File: config.mk
export PLATFORM = sky130hd
export DESIGN_NAME = sub_a
export DESIGN_NICKNAME = d
export VERILOG_FILES = /design/src/rtl/sub_a.sv
export SDC_FILE = /design/constraint.sdc
export NUM_CORES = 1
export LEC_CHECK = 0
export CORE_AREA = 5 5 42 44
export DETAILED_ROUTE_END_ITERATION = 6
export DIE_AREA = 0 0 47 49
export SETUP_SLACK_MARGIN = 0.3
export SYNTH_ARGS = -nofsm -noshare
export SYNTH_HDL_FRONTEND = slang
export SYNTH_SLANG_ARGS = --single-unit
File: constraint.sdc
create_clock -name clk -period 0.9 [get_ports clk]
set_input_delay 0.18 -clock clk [delete_from_list [all_inputs] [get_ports clk]]
set_output_delay 0.18 -clock clk [all_outputs]
set_load 0.05 [all_outputs]
File: src/rtl/sub_a.sv
// sub_a: single-bit input conditioner -- synchroniser, glitch filter and edge pulses.
// Defining SUB_A_TOGGLE_CNT_EN adds a saturating filtered-transition counter on toggle_cnt.
module sub_a #(
  parameter int   SYNC_STAGES   = 2,
  parameter int   STABLE_CYCLES = 3,
  parameter logic RST_VAL       = 1'b0,
  parameter int   CNT_W         = 8
) (
  input  logic             clk,
  input  logic             rst,
  input  logic             in_bit1,
  output logic             out_bit1,
  output logic             rise_pulse,
  output logic             fall_pulse,
  output logic [CNT_W-1:0] toggle_cnt
);

  localparam int FCW = $clog2(STABLE_CYCLES + 1);
  localparam logic [FCW-1:0] FCNT_ZERO = {FCW{1'b0}};
  localparam logic [FCW-1:0] FCNT_ONE  = FCW'(1);
  localparam logic [FCW-1:0] FCNT_LAST = FCW'(STABLE_CYCLES - 1);

  logic [SYNC_STAGES-1:0] sync_q, sync_d;
  logic                   sync_bit;
  logic [FCW-1:0]         fcnt_q, fcnt_d;
  logic                   out_q, out_d;
  logic                   rise_q, rise_d;
  logic                   fall_q, fall_d;

  assign sync_bit = sync_q[SYNC_STAGES-1];

  always_comb begin
    sync_d = {sync_q[SYNC_STAGES-2:0], in_bit1};
  end

  // A new level is accepted only after STABLE_CYCLES consecutive differing samples.
  always_comb begin
    fcnt_d = fcnt_q;
    out_d  = out_q;
    rise_d = 1'b0;
    fall_d = 1'b0;
    if (sync_bit == out_q) begin
      fcnt_d = FCNT_ZERO;
    end else if (fcnt_q == FCNT_LAST) begin
      fcnt_d = FCNT_ZERO;
      out_d  = sync_bit;
      rise_d = sync_bit;
      fall_d = ~sync_bit;
    end else begin
      fcnt_d = fcnt_q + FCNT_ONE;
    end
  end

  always_ff @(posedge clk) begin
    if (rst) begin
      sync_q <= {SYNC_STAGES{RST_VAL}};
      fcnt_q <= FCNT_ZERO;
      out_q  <= RST_VAL;
      rise_q <= 1'b0;
      fall_q <= 1'b0;
    end else begin
      sync_q <= sync_d;
      fcnt_q <= fcnt_d;
      out_q  <= out_d;
      rise_q <= rise_d;
      fall_q <= fall_d;
    end
  end

  assign out_bit1   = out_q;
  assign rise_pulse = rise_q;
  assign fall_pulse = fall_q;

`ifdef SUB_A_TOGGLE_CNT_EN
  localparam logic [CNT_W-1:0] TCNT_ZERO = {CNT_W{1'b0}};
  localparam logic [CNT_W-1:0] TCNT_ONE  = CNT_W'(1);
  localparam logic [CNT_W-1:0] TCNT_MAX  = {CNT_W{1'b1}};

  logic [CNT_W-1:0] tcnt_q, tcnt_d;

  // Counts alongside the pulse it accompanies and holds at all-ones instead of wrapping.
  always_comb begin
    tcnt_d = tcnt_q;
    if ((rise_d || fall_d) && (tcnt_q != TCNT_MAX)) begin
      tcnt_d = tcnt_q + TCNT_ONE;
    end else begin
      tcnt_d = tcnt_q;
    end
  end

  always_ff @(posedge clk) begin
    if (rst) begin
      tcnt_q <= TCNT_ZERO;
    end else begin
      tcnt_q <= tcnt_d;
    end
  end

  assign toggle_cnt = tcnt_q;
`else
  assign toggle_cnt = {CNT_W{1'b0}};
`endif

endmodule

==> results of run 1 <==
[worst min-delay path by stage]
stage | startpoint | end | slack [ns] | cells after the start
2_1_floorplan | rst | out_bit1 | 0.24 | 1
3_3_place_gp | fcnt_q[0] | fcnt_q[0] | 0.40 | 1
3_5_place_dp | fcnt_q[0] | fcnt_q[0] | 0.41 | 1
4_1_cts | rst | fcnt_q[1] | 0.33 | 2
5_1_grt | rst | fcnt_q[1] | 0.35 | 2
6_report | rst | fcnt_q[1] | 0.33 | 2
[synth_stat cells (all sizes together)]
cell,number,area (um^2)
and4bb,2,25.02
buf,8,60.06
conb,1,3.750
dfxtp,7,140.1
ha,1,12.51
inv,1,3.750
mux2i,1,10.01
nor2,1,3.750
nor2b,2,12.51
nor4,2,12.51
xnor2,1,8.760
[power groups by stage]
stage	clock, mW	sequential, mW	combinational, mW
after floorplan	0	0.316	0.108
after global placement	0	0.317	0.0971
after detailed placement	0	0.317	0.0975
after CTS	0.298	0.310	0.0969
after global routing	0.323	0.311	0.103
final	0.289	0.311	0.0976
[cell type report]
class / instances / area (um^2) / area share, %
sequential: 7 / 153.9 / 35.55
multi-input combinational: 18 / 135.1 / 31.21
timing repair buffer: 7 / 93.84 / 21.68
clock buffer: 4 / 26.28 / 6.069
tap: 16 / 20.02 / 4.624
inverter: 1 / 3.754 / 0.8671
[flip-flops by register name, summed over array words and instances (netlist names)]
| name | count |
|---|---|
| fall_pulse | 1 |
| sync_q | 2 |
| fcnt_q | 2 |
| out_bit1 | 1 |
| rise_pulse | 1 |
[logic make-up (layout without fill, tap and decap cells)]
group         Yosys count  after routing
simple gates            7              7
fa+ha+maj               1              1
buf+inv                 9             12
xor+xnor                1              1
mux                     1              1
other cells             1              8
flops                   7              7
[per-layer routing]
layer  up-vias  wire (um)
li1         94          -
met5         -          0
met1        78        171
met4         0         15
met2        11        197
met3         3         57
[cells in the final DEF, fill, tap and decap left out]
cell             netlist  layout
clkbuf_4               0       3
mux2i_1                1       1
dlygate4sd2_1          0       1
nor2_1                 1       1
ha_4                   0       1
clkbuf_1               0       1
xnor2_2                0       1
and4bb_2               2       2
buf_12                 0       3
inv_2                  0       1
dfxtp_4                0       3
buf_4                  8       2
dfxtp_2                0       2
nor2b_1                2       2
conb_1                 1       8
dfxtp_1                7       2
nor4_1                 2       2
clkdlybuf4s50_1        0       1
[repair_timing]
item,CTS,global route
setup endpoints to repair,10,8
resized for setup,2,0
hold endpoints to repair,0,0
setup buffers,1,0
[through the flow]
stage / power, mW / hold WS, ns / worst slack, ns
global route: 0.7373 / 0.3459 / -0.05341
CTS: 0.7053 / 0.3260 / -0.02704
floorplan: 0.4248 / 0.2427 / 0.08115
detailed placement: 0.4143 / 0.4065 / -0.2155
finish: 0.6973 / 0.3283 / -0.01545
global placement: 0.4138 / 0.4029 / -0.2046
==> results.ini, run 1 <==
[floorplan]
rows=14
fp.dieW_um=47
ios=14
start_util_pct=20.89
dieArea_mm2=0.002303
coreArea_mm2=0.001401
die_h_um=49

[synth]
synthMuxAreaShare_pct=3.419
yosysSeqAreaShare_pct=47.86
synth-compound-area-share_pct=0
syn_area_um2=292.8
yosys.area_share.simple_pct=18.38
yosysUniqueCellTypes=11
yosysWarnings=0
ys_ff_latch=7
synth_top_family_by_area=buffers and inverters
synth-xor-area-share_pct=2.991
avgSynthCellArea_um2=10.84
yosys.area_share.adder_pct=4.274
syn-instance-count=27

[power_and_ir_drop]
combPwrFrac_pct=14.0
p_sw_share_pct=29.34
p_int_uw=492.7
seq_power_share_pct=44.6
p_switching_uw=204.6
p_leak_nw=0.1723
clockPowerShare_pct=41.4
powerDensity_mw_per_mm2=1611
ir_worst_vdd_v=0.0006594

[clocking]
clkLatencyLatePin_ns=0.25
clockRootBuffer=clkbuf_4
postCtsHoldBufs=0
cts_tree=yes
cts_max_path_buffers=2
htree_levels=1
path_clk_slew_ns=0.05
clock-sinks=7
numCtsBuffers=3

[cells_and_area]
fin_cells=53
fillers=144
final_cell_area_um2=432.9
n_antenna_cell=0
drive_gt1_share_pct=48.65
nNetsFinal=42
utilization_pct=30.89
syn2layout_area_growth_pct=47.86

[setup_path]
r2r_cells=3
cp.buffers_inverters=1
worstSetupPathType=flip-flop to primary output
cp_slowest_cell=dfxtp_4
worstSetupEndpointType=primary output
crit_required_ns=0.72
worstSetupStartpointType=flip-flop
path_depth=1
crit_arrival_ns=0.74
cp_max_fo=2
crit_end=out_bit1
cpPeakStageDelay_ns=0.34
r2r_end=fcnt_q[0]
r2r_start=out_bit1
startpoint=out_bit1
rrSetupSlack_ns=0
cp_cell_sequence=buf_12
cpLargestDelayFamily=flip-flops

[global_routing]
grt_first_pass_wirelength_um=703
grt_usage_pct=4.880
use_met3_pct=4.428
met2_usage_pct=6.109
antenna_found_initial=0
grt_max_degree=6
overflow=0
busiest_layer=met2
first_global_vias=158
grtUsageMet1_pct=4.677

[run_status]
failed_checks=setup timing
status=complete, but fails checks

[routing]
routed_wirelength_um=442
drtIter0Drc=4
vias_per_cell=3.509
first_pass_iters=2
wire_per_inst_um=8.340
ant_nets=0
vias=186
route.detailed.drc=0

[place]
place_inst=48
gp_congestion=0.6040
port_buffers=5
dp_hpwl_um=318.2
placed_area_um2=392.9

[timing]
tns_ns=-0.03813
fmax_mhz=1092
layout_setup_ws_ns=-0.01545
fin_skew_ns=0.003811
setup_viol=3
report.final.slew_viol_count=0
period_needed_ns=0.9155
min_period_over_period_pct=101.7
finalHoldViolCount=0
grt_setup_unrepaired=true

[min_path]
hp-class=primary input to flip-flop

[run]
maxCapViolations=0

Power figures use the tool's default switching activity.
==> run 2: changes to the inputs <==
--- a/config.mk
+++ b/config.mk
@@ -8,6 +8,8 @@
 export CORE_AREA = 5 5 42 44
 export DETAILED_ROUTE_END_ITERATION = 6
 export DIE_AREA = 0 0 47 49
+export GPL_TIMING_DRIVEN = 0
+export PLACE_DENSITY_LB_ADDON = 0.08
 export SETUP_SLACK_MARGIN = 0.3
 export SYNTH_ARGS = -nofsm -noshare
 export SYNTH_HDL_FRONTEND = slang
==> run 2 against run 1 <==
Compared with the run above:
- the run still ends with setup timing left
- register-to-register slack improved by 0.04 ns
- design area rose by 11%
- wire length increased by 8.6%
- sequential share of layout area is 3.6 points lower
- global-route usage grew 0.20 points
- clock skew decreased by 0.0022 ns
- critical endpoint unchanged
- sequential cell count is the same
- clock power down 4%
- setup slack worse by 0.0017 ns
- hold slack improved by 0.039 ns
- clock-buffer cell count stayed put
==> results.ini, run 2 (synthesis results as in run 1) <==
[global_routing]
met2_usage_pct=8.371
overflow=0
grt_max_degree=8
first_global_vias=197
grtUsageMet1_pct=3.761
antenna_found_initial=0
grt_usage_pct=5.081
grt_first_pass_wirelength_um=786
busiest_layer=met2
use_met3_pct=3.321

[timing]
fin_skew_ns=0.001605
finalHoldViolCount=0
min_period_over_period_pct=101.9
setup_viol=3
layout_setup_ws_ns=-0.01717
period_needed_ns=0.9172
grt_setup_unrepaired=true
fmax_mhz=1090
report.final.slew_viol_count=0
hold_slack_ns=0.3671

[cells_and_area]
reg.largest.list=fcnt_q x2, sync_q x2
drive_gt1_share_pct=57.78
fin_cells=61
final_cell_mix=buf_4 (9), conb_1 (8), clkbuf_4 (3), dfxtp_4 (3), buf_8 (3)
nNetsFinal=50
n_antenna_cell=0
syn2layout_area_growth_pct=64.53
layout_commonest_cell=buf_4

[floorplan]
rows=14
coreArea_mm2=0.001401
dieArea_mm2=0.002303
die_h_um=49
ios=14
start_util_pct=20.89
fp.dieW_um=47

[run_status]
status=complete, but fails checks
failed_checks=setup timing

[routing]
wire_per_inst_um=7.869
routed_wirelength_um=480
route.detailed.drc=0
drtIter0Drc=1
vias=202
first_pass_iters=2
vias_per_cell=3.311
ant_nets=0

[setup_path]
cp_cell_sequence=buf_8
worstSetupStartpointType=flip-flop
cp_max_fo=2
cp.buffers_inverters=1
worstSetupEndpointType=primary output
worstSetupPathType=flip-flop to primary output
cpPeakStageDelay_ns=0.35
cpLargestDelayFamily=flip-flops
r2r_cells=4
crit_required_ns=0.72
cp_slowest_cell=dfxtp_4
crit_arrival_ns=0.74
r2r_end=out_bit1
rrSetupSlack_ns=0.04
r2r_start=fcnt_q[0]

[place]
place_inst=55
gp_congestion=0.5695
port_buffers=5

[clocking]
cts_tree=yes
clockRootBuffer=clkbuf_4
clkLatencyLatePin_ns=0.25
path_clk_slew_ns=0.05
postCtsHoldBufs=0
clock-sinks=7
htree_levels=1
numCtsBuffers=3
cts_max_path_buffers=2

[power_and_ir_drop]
powerDensity_mw_per_mm2=1480
p_leak_nw=0.2144
power_uw=713.0
ir_worst_vdd_v=0.0005265

[run]
maxCapViolations=0

[min_path]
holdPathStages=2
min_to=out_bit1
timing.hold.worst.start=rst
hp-class=primary input to flip-flop

[run 2: changes by cell type in the layout (fill, tap and decap cells not counted), sizes merged]
cell	change
buf	+8
[run 2: layout make-up]
cell class	instances	area, um^2
fill	162	919.6
tap	16	20.02
clock buffer	4	26.28
sequential	7	153.9
inverter	1	3.754
timing repair buffer	7	82.58
multi-input combinational	18	135.1
buffer	8	60.06
[run 2: routing by layer]
metal	part of all wire [%]	up-vias
met5	0	-
met4	0	0
met3	6.3	0
met2	61	5
met1	33	88
li1	-	109
[run 2: worst max path at each step]
stage | start | endpoint | cells past startpoint
6_report | out_bit1 | out_bit1 | 1
4_1_cts | out_bit1 | out_bit1 | 1
2_1_floorplan | fcnt_q[0] | fall_pulse | 3
3_5_place_dp | out_bit1 | out_bit1 | 1
5_1_grt | out_bit1 | out_bit1 | 1
3_3_place_gp | out_bit1 | out_bit1 | 1
[run 2: stage by stage]
step           instance area, um^2  setup WS [ns]  util (%)  setup TNS [ns]
2_1_floorplan                345.3        0.08115         -               0
3_3_place_gp                 415.4        -0.4250     29.64          -2.288
3_5_place_dp                 415.4        -0.4223     29.64          -2.308
4_1_cts                      470.5       -0.02751     33.57        -0.07090
5_1_grt                      481.7       -0.04504     34.38         -0.1328
6_report                     481.7       -0.01717     34.38        -0.02313
[run 2: what timing repair did]
item	in CTS	in global routing
endpoints found under the setup margin	10	8
pin swaps	0	0
resized for setup	26	1
buffers inserted	1	1
[run 2: power breakdown]
group / switching (mW) / internal [mW]
registers: 0.00357 / 0.307
logic: 0.0859 / 0.0387
clock network: 0.109 / 0.169
==> run 3: changes to the inputs <==
--- a/config.mk
+++ b/config.mk
@@ -5,6 +5,7 @@
 export SDC_FILE = /design/constraint.sdc
 export NUM_CORES = 1
 export LEC_CHECK = 0
+export CAP_MARGIN = 40
 export CORE_AREA = 5 5 42 44
 export DETAILED_ROUTE_END_ITERATION = 6
 export DIE_AREA = 0 0 47 49
==> results of run 3 <==
Same layout as run 2: the final DEF is identical, and so are final timing and power.
